`src/rtl/quad_encoder_gen_pkg.sv`:
```
// ---------------------------------------------------------------------------
// quad_gen_pkg
// Shared definitions for the quadrature encoder generator:
//   state_e      - controller states (IDLE waiting for a command, RUN emitting)
//   PH_xx        - 2-bit {A,B} phase codes of the quadrature cycle
//   DIR_INC/DEC  - direction encoding of cmd_dir
//   next_phase() - one Gray step of the {A,B} pair in the given direction
// ---------------------------------------------------------------------------
package quad_gen_pkg;

    typedef enum logic [0:0] {
        IDLE = 1'b0,
        RUN  = 1'b1
    } state_e;

    localparam logic [1:0] PH_00 = 2'b00;
    localparam logic [1:0] PH_10 = 2'b10;
    localparam logic [1:0] PH_11 = 2'b11;
    localparam logic [1:0] PH_01 = 2'b01;

    localparam logic DIR_INC = 1'b1;
    localparam logic DIR_DEC = 1'b0;

    // Incrementing walks 00->10->11->01->00 (A leads B); decrementing walks
    // the same ring backwards, so exactly one bit changes per step.
    function automatic logic [1:0] next_phase(input logic [1:0] ph, input logic dir);
        logic [1:0] nxt;
        case (ph)
            PH_00:   nxt = (dir == DIR_INC) ? PH_10 : PH_01;
            PH_10:   nxt = (dir == DIR_INC) ? PH_11 : PH_00;
            PH_11:   nxt = (dir == DIR_INC) ? PH_01 : PH_10;
            default: nxt = (dir == DIR_INC) ? PH_00 : PH_11;
        endcase
        return nxt;
    endfunction

endpackage

```
`src/rtl/quad_encoder_gen_if.sv`:
```
// ---------------------------------------------------------------------------
// quad_encoder_gen_if
// Command channel of the quadrature generator.
//   cmd_valid  - command offered by the master
//   cmd_ready  - generator idle and able to take a command
//   cmd_dir    - 1 = increment (A leads B), 0 = decrement
//   cmd_steps  - number of A/B transitions to emit
//   cmd_period - clock cycles between transitions (0 behaves as 1)
//   cmd_abort  - stop the command in progress
// Modports: master drives the command, slave is the generator.
// ---------------------------------------------------------------------------
interface quad_encoder_gen_if #(
    parameter int PERIOD_W = 16,
    parameter int COUNT_W  = 8
) ();

    logic                cmd_valid;
    logic                cmd_ready;
    logic                cmd_dir;
    logic [COUNT_W-1:0]  cmd_steps;
    logic [PERIOD_W-1:0] cmd_period;
    logic                cmd_abort;

    modport master (
        output cmd_valid, cmd_dir, cmd_steps, cmd_period, cmd_abort,
        input  cmd_ready
    );

    modport slave (
        input  cmd_valid, cmd_dir, cmd_steps, cmd_period, cmd_abort,
        output cmd_ready
    );

endinterface

```
`src/rtl/quad_encoder_gen_phase_seq.sv`:
```
// ---------------------------------------------------------------------------
// quad_phase_seq
// 2-bit Gray up/down register producing the quadrature phases.
//   clk, reset - system clock, asynchronous active-high reset (phase -> 00)
//   step_i     - advance one Gray step this cycle
//   dir_i      - step direction (DIR_INC / DIR_DEC)
//   enc_a_o    - phase A, straight from a flop
//   enc_b_o    - phase B, straight from a flop
// ---------------------------------------------------------------------------
module quad_phase_seq
    import quad_gen_pkg::*;
(
    input  logic clk,
    input  logic reset,
    input  logic step_i,
    input  logic dir_i,
    output logic enc_a_o,
    output logic enc_b_o
);

    logic [1:0] phase_q;
    logic [1:0] phase_d;

    always_comb begin
        phase_d = phase_q;
        if (step_i) begin
            phase_d = next_phase(phase_q, dir_i);
        end
    end

    always_ff @(posedge clk or posedge reset) begin
        if (reset) begin
            phase_q <= PH_00;
        end else begin
            phase_q <= phase_d;
        end
    end

    assign enc_a_o = phase_q[1];
    assign enc_b_o = phase_q[0];

endmodule

```
`src/rtl/quad_encoder_gen.sv`:
```
// ---------------------------------------------------------------------------
// quad_encoder_gen
// Quadrature encoder signal generator. Takes a command of N steps, direction
// and step period, emits Gray-coded A/B transitions at that rate, tracks the
// net position and pulses done on normal completion.
//   clk, reset   - system clock, asynchronous active-high reset
//   cmd          - command channel (slave modport of quad_encoder_gen_if)
//   enc_a, enc_b - quadrature outputs
//   busy         - command in progress
//   done         - one-cycle pulse when a command completes (not on abort)
//   pos          - wrapping two's complement net transition count
// ---------------------------------------------------------------------------
module quad_encoder_gen
    import quad_gen_pkg::*;
#(
    parameter int PERIOD_W = 16,
    parameter int COUNT_W  = 8,
    parameter int POS_W    = 8
) (
    input  logic                  clk,
    input  logic                  reset,
    quad_encoder_gen_if.slave     cmd,
    output logic                  enc_a,
    output logic                  enc_b,
    output logic                  busy,
    output logic                  done,
    output logic [POS_W-1:0]      pos
);

    state_e              state_q,  state_d;
    logic                dir_q,    dir_d;
    logic [COUNT_W-1:0]  steps_q,  steps_d;
    logic [PERIOD_W-1:0] period_q, period_d;
    logic [PERIOD_W-1:0] timer_q,  timer_d;
    logic [POS_W-1:0]    pos_q,    pos_d;
    logic                busy_q,   busy_d;
    logic                ready_q,  ready_d;
    logic                done_q,   done_d;
    logic                step;
    logic [PERIOD_W-1:0] period_eff;

    assign period_eff = (cmd.cmd_period == '0) ? PERIOD_W'(1) : cmd.cmd_period;

    // The timer is loaded with the period on acceptance and counts down;
    // reaching 1 marks a transition edge, so transition k lands exactly
    // k*P edges after the accepting edge. steps_q holds the transitions
    // still owed, and the one that sees steps_q==1 is the last.
    // Abort has priority over a coincident transition.
    always_comb begin
        state_d  = state_q;
        dir_d    = dir_q;
        steps_d  = steps_q;
        period_d = period_q;
        timer_d  = timer_q;
        pos_d    = pos_q;
        busy_d   = busy_q;
        ready_d  = ready_q;
        done_d   = 1'b0;
        step     = 1'b0;
        case (state_q)
            IDLE: begin
                if (cmd.cmd_valid && ready_q) begin
                    dir_d    = cmd.cmd_dir;
                    steps_d  = cmd.cmd_steps;
                    period_d = period_eff;
                    timer_d  = period_eff;
                    if (cmd.cmd_steps == '0) begin
                        done_d = 1'b1;
                    end else begin
                        state_d = RUN;
                        busy_d  = 1'b1;
                        ready_d = 1'b0;
                    end
                end
            end
            RUN: begin
                if (cmd.cmd_abort) begin
                    state_d = IDLE;
                    busy_d  = 1'b0;
                    ready_d = 1'b1;
                end else if (timer_q == PERIOD_W'(1)) begin
                    step    = 1'b1;
                    timer_d = period_q;
                    pos_d   = (dir_q == DIR_INC) ? pos_q + POS_W'(1) : pos_q - POS_W'(1);
                    if (steps_q == COUNT_W'(1)) begin
                        state_d = IDLE;
                        busy_d  = 1'b0;
                        ready_d = 1'b1;
                        done_d  = 1'b1;
                    end else begin
                        steps_d = steps_q - COUNT_W'(1);
                    end
                end else begin
                    timer_d = timer_q - PERIOD_W'(1);
                end
            end
            default: begin
                state_d = IDLE;
                busy_d  = 1'b0;
                ready_d = 1'b1;
            end
        endcase
    end

    always_ff @(posedge clk or posedge reset) begin
        if (reset) begin
            state_q  <= IDLE;
            dir_q    <= DIR_INC;
            steps_q  <= '0;
            period_q <= '0;
            timer_q  <= '0;
            pos_q    <= '0;
            busy_q   <= 1'b0;
            ready_q  <= 1'b1;
            done_q   <= 1'b0;
        end else begin
            state_q  <= state_d;
            dir_q    <= dir_d;
            steps_q  <= steps_d;
            period_q <= period_d;
            timer_q  <= timer_d;
            pos_q    <= pos_d;
            busy_q   <= busy_d;
            ready_q  <= ready_d;
            done_q   <= done_d;
        end
    end

    quad_phase_seq u_phase_seq (
        .clk     (clk),
        .reset   (reset),
        .step_i  (step),
        .dir_i   (dir_q),
        .enc_a_o (enc_a),
        .enc_b_o (enc_b)
    );

    assign cmd.cmd_ready = ready_q;
    assign busy          = busy_q;
    assign done          = done_q;
    assign pos           = pos_q;

endmodule

```
`src/flat_wrapper.sv`:
```
// flat-port wrapper written by rule: the top's interface ports become plain ports
module quad_encoder_gen_flat import quad_gen_pkg::*;
#(
    parameter int PERIOD_W = 16,
    parameter int COUNT_W  = 8,
    parameter int POS_W    = 8
)
  (clk, reset, enc_a, enc_b, busy, done, pos, cmd_cmd_valid, cmd_cmd_dir, cmd_cmd_steps, cmd_cmd_period, cmd_cmd_abort, cmd_cmd_ready);
  quad_encoder_gen_if #(.PERIOD_W(PERIOD_W), .COUNT_W(COUNT_W)) cmd_i ();
  input  logic clk;
  input  logic reset;
  output logic enc_a;
  output logic enc_b;
  output logic busy;
  output logic done;
  output logic [POS_W-1:0] pos;
  input wire logic [$bits(cmd_i.cmd_valid)-1:0] cmd_cmd_valid;
  input wire logic [$bits(cmd_i.cmd_dir)-1:0] cmd_cmd_dir;
  input wire logic [$bits(cmd_i.cmd_steps)-1:0] cmd_cmd_steps;
  input wire logic [$bits(cmd_i.cmd_period)-1:0] cmd_cmd_period;
  input wire logic [$bits(cmd_i.cmd_abort)-1:0] cmd_cmd_abort;
  output wire logic [$bits(cmd_i.cmd_ready)-1:0] cmd_cmd_ready;
  assign cmd_i.cmd_valid = cmd_cmd_valid;
  assign cmd_i.cmd_dir = cmd_cmd_dir;
  assign cmd_i.cmd_steps = cmd_cmd_steps;
  assign cmd_i.cmd_period = cmd_cmd_period;
  assign cmd_i.cmd_abort = cmd_cmd_abort;
  assign cmd_cmd_ready = cmd_i.cmd_ready;
  quad_encoder_gen #(.PERIOD_W(PERIOD_W), .COUNT_W(COUNT_W), .POS_W(POS_W)) u_core (.clk(clk), .reset(reset), .cmd(cmd_i), .enc_a(enc_a), .enc_b(enc_b), .busy(busy), .done(done), .pos(pos));
endmodule
```
`config.mk`:
```
export PLATFORM = sky130hd
export DESIGN_NAME = quad_encoder_gen_flat
export DESIGN_NICKNAME = d
export VERILOG_FILES = /design/src/rtl/quad_encoder_gen_pkg.sv /design/src/rtl/quad_encoder_gen_if.sv /design/src/rtl/quad_encoder_gen_phase_seq.sv /design/src/rtl/quad_encoder_gen.sv /design/src/flat_wrapper.sv
export SDC_FILE = /design/constraint.sdc
export NUM_CORES = 1
export LEC_CHECK = 0
export BUFFER_PORTS_ARGS = -buffer_cell sky130_fd_sc_hd__buf_2
export CAP_MARGIN = 10
export CORE_ASPECT_RATIO = 0.9
export CORE_MARGIN = 2
export CORE_UTILIZATION = 43
export CTS_CLUSTER_SIZE = 20
export DETAILED_ROUTE_END_ITERATION = 10
export MAX_ROUTING_LAYER = met4
export PLACE_DENSITY = 0.6
export SETUP_SLACK_MARGIN = 0.4
export SLEW_MARGIN = 30
export SYNTH_ARGS = -nofsm -noshare
export SYNTH_HDL_FRONTEND = slang
export SYNTH_SLANG_ARGS = --single-unit
```
`constraint.sdc`:
```
create_clock -name clk -period 2.6 [get_ports clk]
set_input_delay 0.52 -clock clk [delete_from_list [all_inputs] [get_ports clk]]
set_output_delay 0.52 -clock clk [all_outputs]
set_load 0.01 [all_outputs]
```
Word-level counts from Yosys, hierarchy flattened
Cells that the tools add are included.

cells by class
  add/sub/neg operators = 4
  equal/unequal tests = 11
  muxes and demuxes = 43
  bitwise gates (word level) = 2
  reductions and logical operators = 9

operator list
  operator                 number
  $mux W16                 4
  $mux W8                  5
  $pmux W16 S2             1
  $mux W1                  23
  $eq A16 B1 Y1 const B    1
  $logic_not A16 Y1        1
  $pmux W8 S2              1
  $sub A16 B1 Y16 const B  1
  $sub A8 B1 Y8 const B    2
  $add A8 B1 Y8 const B    1
  $eq A8 B1 Y1 const B     1
  $logic_not A8 Y1         1
  $mux W2                  4
  $ne A2 B2 Y1 const B     4
  $pmux W1 S2              4
  $reduce_and A4 Y1        2
  $ne A3 B3 Y1 const B     2
  $pmux W2 S3              1
  $eq A2 B2 Y1 const B     2
  $reduce_and A2 Y1        2
  $reduce_and A3 Y1        1
  $logic_not A2 Y1         1
  $ne A2 B1 Y1 const B     1
  $not A1 Y1               2
  $logic_and A1 B1 Y1      1

word-level totals
  bits in registers = 55
  input port bits = 29
  output and inout bits = 13
  word-level logic and storage cells = 79

Logic depth before layout (Yosys ltp)
  depth in word-level cells = 5
  gate-level depth with buffers = 8
  gate-level depth less buffers = 7

Modules after synthesis
A second synthesis with hierarchy kept.

unflattened totals
  cell total of the unflattened synthesis = 370
  area total of the unflattened synthesis = 3228.1 µm²

by module, submodules not included
  module            times used  cells an instance  area each (µm²)  sequential area each (µm²)
  quad_encoder_gen  1           362                3133.0           1328.8
  quad_phase_seq    1           8                  95.1             50.0

Worst setup path before layout
OpenSTA, ideal clock, no wires.

  path type = register to register
  from = reg u_core.steps_q[4]
  to = reg u_core.steps_q[4]
  setup time = 0.126 ns
  arrival time = 2.073 ns
  data required time = 2.474 ns
  path slack = 0.401 ns
  stages on the path, launching flop included = 7
  buffers on the path = 1
  period minus slack after synthesis = 2.199 ns
  cells stage by stage = dfrtp_1 > or4_4 > or4b_4 > a31oi_4 > buf_6 > mux2i_1 > nor2_1

on the way
  word-level cells in the longest chain between the ends = 5
  elaborated cells between the ends (all ways) = 8
  those cells by class = add/sub: 1; eq/ne: 2; mux: 4; reduce/logical: 1

RTL lines
  item                    line                     source
  start, declared         quad_encoder_gen.sv:32   logic [COUNT_W-1:0] steps_q, steps_d;
  start signal, assigned  quad_encoder_gen.sv:119  steps_q <= steps_d;
  $sub A8 B1 Y8           quad_encoder_gen.sv:91   steps_d = steps_q - COUNT_W'(1);
  $mux W8                 quad_encoder_gen.sv:85   if (steps_q == COUNT_W'(1)) begin
  $mux W8                 quad_encoder_gen.sv:81   end else if (timer_q == PERIOD_W'(1)) begin
  $mux W8                 quad_encoder_gen.sv:77   if (cmd.cmd_abort) begin
  $pmux W8 S2             quad_encoder_gen.sv:60   case (state_q)

Parallel ways exist; a longest one is shown, timed or not. The select of a mux whose other input is x is not followed.
A chain may end at the register's enable or synchronous reset.

Worst setup path in the final report
  from = reg u_core.steps_q[4]
  to = reg u_core.steps_q[2]

on the way
  word-level cells in the longest chain between the ends = 3

RTL lines
  item                         line
  $eq A8 B1 Y1                 quad_encoder_gen.sv:85
  $ne A2 B2 Y1 (no line)       -
  $reduce_and A4 Y1 (no line)  -

Every way passes these cells.

==> reports/results.tsv <==
metric	value	unit
antenna_left	0	
ir_worst_vdd	0.193	mV
cts_max_level	2	
drc	0	
finalCritPeriodShare	0.867	
fillCellCount	698	
via_count	2927	
multiInputGateArea	1860	um^2
fmax	0.443	GHz
synth_nets	408	
routed_wl	8610	um
p_comb_frac	0.038	
gp_congestion	0.841	
pwr-share-clk	0.402	
end_kind	register	
cts_made_buffers	5	
drt-vias-per-instance	5.59	
synth_cell_types	58	
wl_met1	4250	um
drive_gt1_frac	0.259	
hold_viol	0	
ctsHoldBuffers	0	
antenna_found_initial	0	
seq_power_share	0.560	
async_flop_share	1.00	
numPortBuffers	41	
worstPathRequired	2820	ps
relSlewSlack	0.573	
clock_latency	320	ps
die_width	95.8	um
cp.arrival	2470	ps
diodes	0	
die_h	86.6	um
grt_max_degree	29	
clock_skew	14.1	ps
drt_iter0_drc	169	
wl_per_cell	16.4	um
final_common_cell	nand2_1	
cts_max_path_buffers	2	
power	1.53	mW
period_minus_slack	2260	ps
cp_max_fo	12	
synth_area_per_cell	8.86	um^2
grt_pass1_wl	13800	um
fin_util	0.535	
num_rows	30	
floorplan.die_area	8300	um^2
clkTransAtPathRegs	100	ps
path_class	register to register	
overflow	0	
power_leakage	1.95	nW
rsz0062_at_grt	yes	
dp_hpwl	5970	um
cts_tree	yes	
top_layer_used	met4	
synth_edf_count	0	
p_sw_frac	0.221	
layout_common_cells	nand2_1, dfrtp_1, buf_2, buf_4, o21ai_0	
grt_pass1_vias	2754	
syn2layout_area_growth	21.9	%
io_pins	42	
internal_power	1.19	mW
initial_core_util	0.439	
core_area	7430	um^2
worst_pin_slew	634	ps
fin_tns_setup	0	ps
syn_area	3260	um^2
outcome	finished clean	
ys_ff_latch	55	
track_usage	0.219	
seq_area	1380	um^2
synth_flop_cell	dfrtp_1	
maxCapViolations	0	
dr_wl_met3	368	um
yosysWarnings	0	
syn_inst	368	
seq_area_frac_synth	0.423	
wl_met2	3870	um
hold_path.class	input port to async pin	
drtPass1Iterations	4	
final-setup-viol-count	0	
powerDensity	385	nW/um^2
numClockSinks	55	
startpoint_type	register	
p_switching	338	uW
maxSlewViolCount	0	
cts_root_buf	clkbuf_8	
num-nets-final	467	
-- worst max-delay path, stage by stage (launching register included) --
cell and delay, ps:
dfrtp_1 400, or4_4 550, or4b_4 530, a31oi_4 250
buf_12 160, a21oi_1 40, o221a_2 240
-- cells by family after synthesis --
logic type	count (synthesis)	synth area share
xor+xnor	17	0.0456
buf+inv	31	0.0384
fa+ha+maj	11	0.0445
simple gates	160	0.244
mux	12	0.0372
compound gates	82	0.168
flops	55	0.423
-- synth_stat cells, drive strengths merged (4+ instances only) --
cell type  instances  area [um^2]
nand4              5         31.3
inv               13         48.8
buf                4         23.8
xor2               7         61.3
a21oi             18         90.1
o211ai             5         37.5
o21ai             23          115
xnor2             10         87.6
dfrtp             53         1330
nor3               8         45.0
a31oi              7         58.8
clkbuf            14         52.6
nand2             80          300
nor2              21         81.3
nand3              8         40.0
and3               7         43.8
ha                10          125
mux2i             11          110
nor4              13          111
-- final cells by class --
type                            instances  area share
Timing Repair Buffer                   70       0.111
Inverter                               13      0.0132
Clock inverter                          2     0.00881
Clock buffer                            6      0.0208
Multi-Input combinational cell        282       0.468
Tap cell                               96      0.0302
Sequential cell                        55       0.348
-- timing repair --
item                                    in CTS  in global routing
setup buffers                                9                  8
resized for setup                            5                 16
gates cloned                                 0                  0
endpoints found under the setup margin      20                 25
pin swaps                                    1                  4
-- power groups by stage --
stage	Sequential [mW]	Clock [mW]	Combinational (mW)
2_1_floorplan	0.873	0	0.0196
3_3_place_gp	0.873	0	0.0593
3_5_place_dp	0.873	0	0.0595
4_1_cts	0.856	0.624	0.0596
5_1_grt	0.857	0.668	0.0658
6_report	0.856	0.614	0.0582
-- metal layers --
metal | GRT usage | vias up
met5 | - | -
met4 | 0.0494 | 0
met3 | 0.0322 | 10
met2 | 0.321 | 66
met1 | 0.322 | 1422
li1 | - | 1429
-- registers in the layout, indices dropped and copies added (netlist names) --
signal and count:
u_core.period_q 16, u_core.steps_q 8, u_core.state_q 1, u_core.pos 8, u_core.u_phase_seq.phase_q 2, u_core.timer_q 16, u_core.done 1, u_core.dir_q 1
u_core.cmd.cmd_ready 1, u_core.busy 1
-- metrics by stage --
step / hold slack, ps / setup slack (ps) / std cells / instance area, um^2
6_report: 149 / 345 / 524 / 3980
4_1_cts: 160 / 362 / 516 / 3820
3_3_place_gp: 455 / 178 / 499 / 3600
5_1_grt: 169 / 260 / 524 / 3980
3_5_place_dp: 462 / 148 / 499 / 3600
2_1_floorplan: 440 / 401 / 368 / 3260
-- final timing paths --
path	endpoint	start	slack, ps	depth (start not counted)
max	u_core.steps_q[2]$_DFFE_PP0P_	u_core.steps_q[4]$_DFFE_PP0P_	340	6
min	u_core.steps_q[2]$_DFFE_PP0P_	reset	150	2
max reg2reg	u_core.steps_q[2]$_DFFE_PP0P_	u_core.steps_q[4]$_DFFE_PP0P_	340	6
min reg2reg	u_core.pos[7]$_DFFE_PP0P_	u_core.pos[7]$_DFFE_PP0P_	480	1
max in group asynchronous	u_core.cmd.cmd_ready$_DFFE_PP1P_	reset	1750	3
min in group clk	u_core.dir_q$_DFFE_PP1P_	cmd_cmd_dir	420	3
Power figures use the tool's default switching activity.
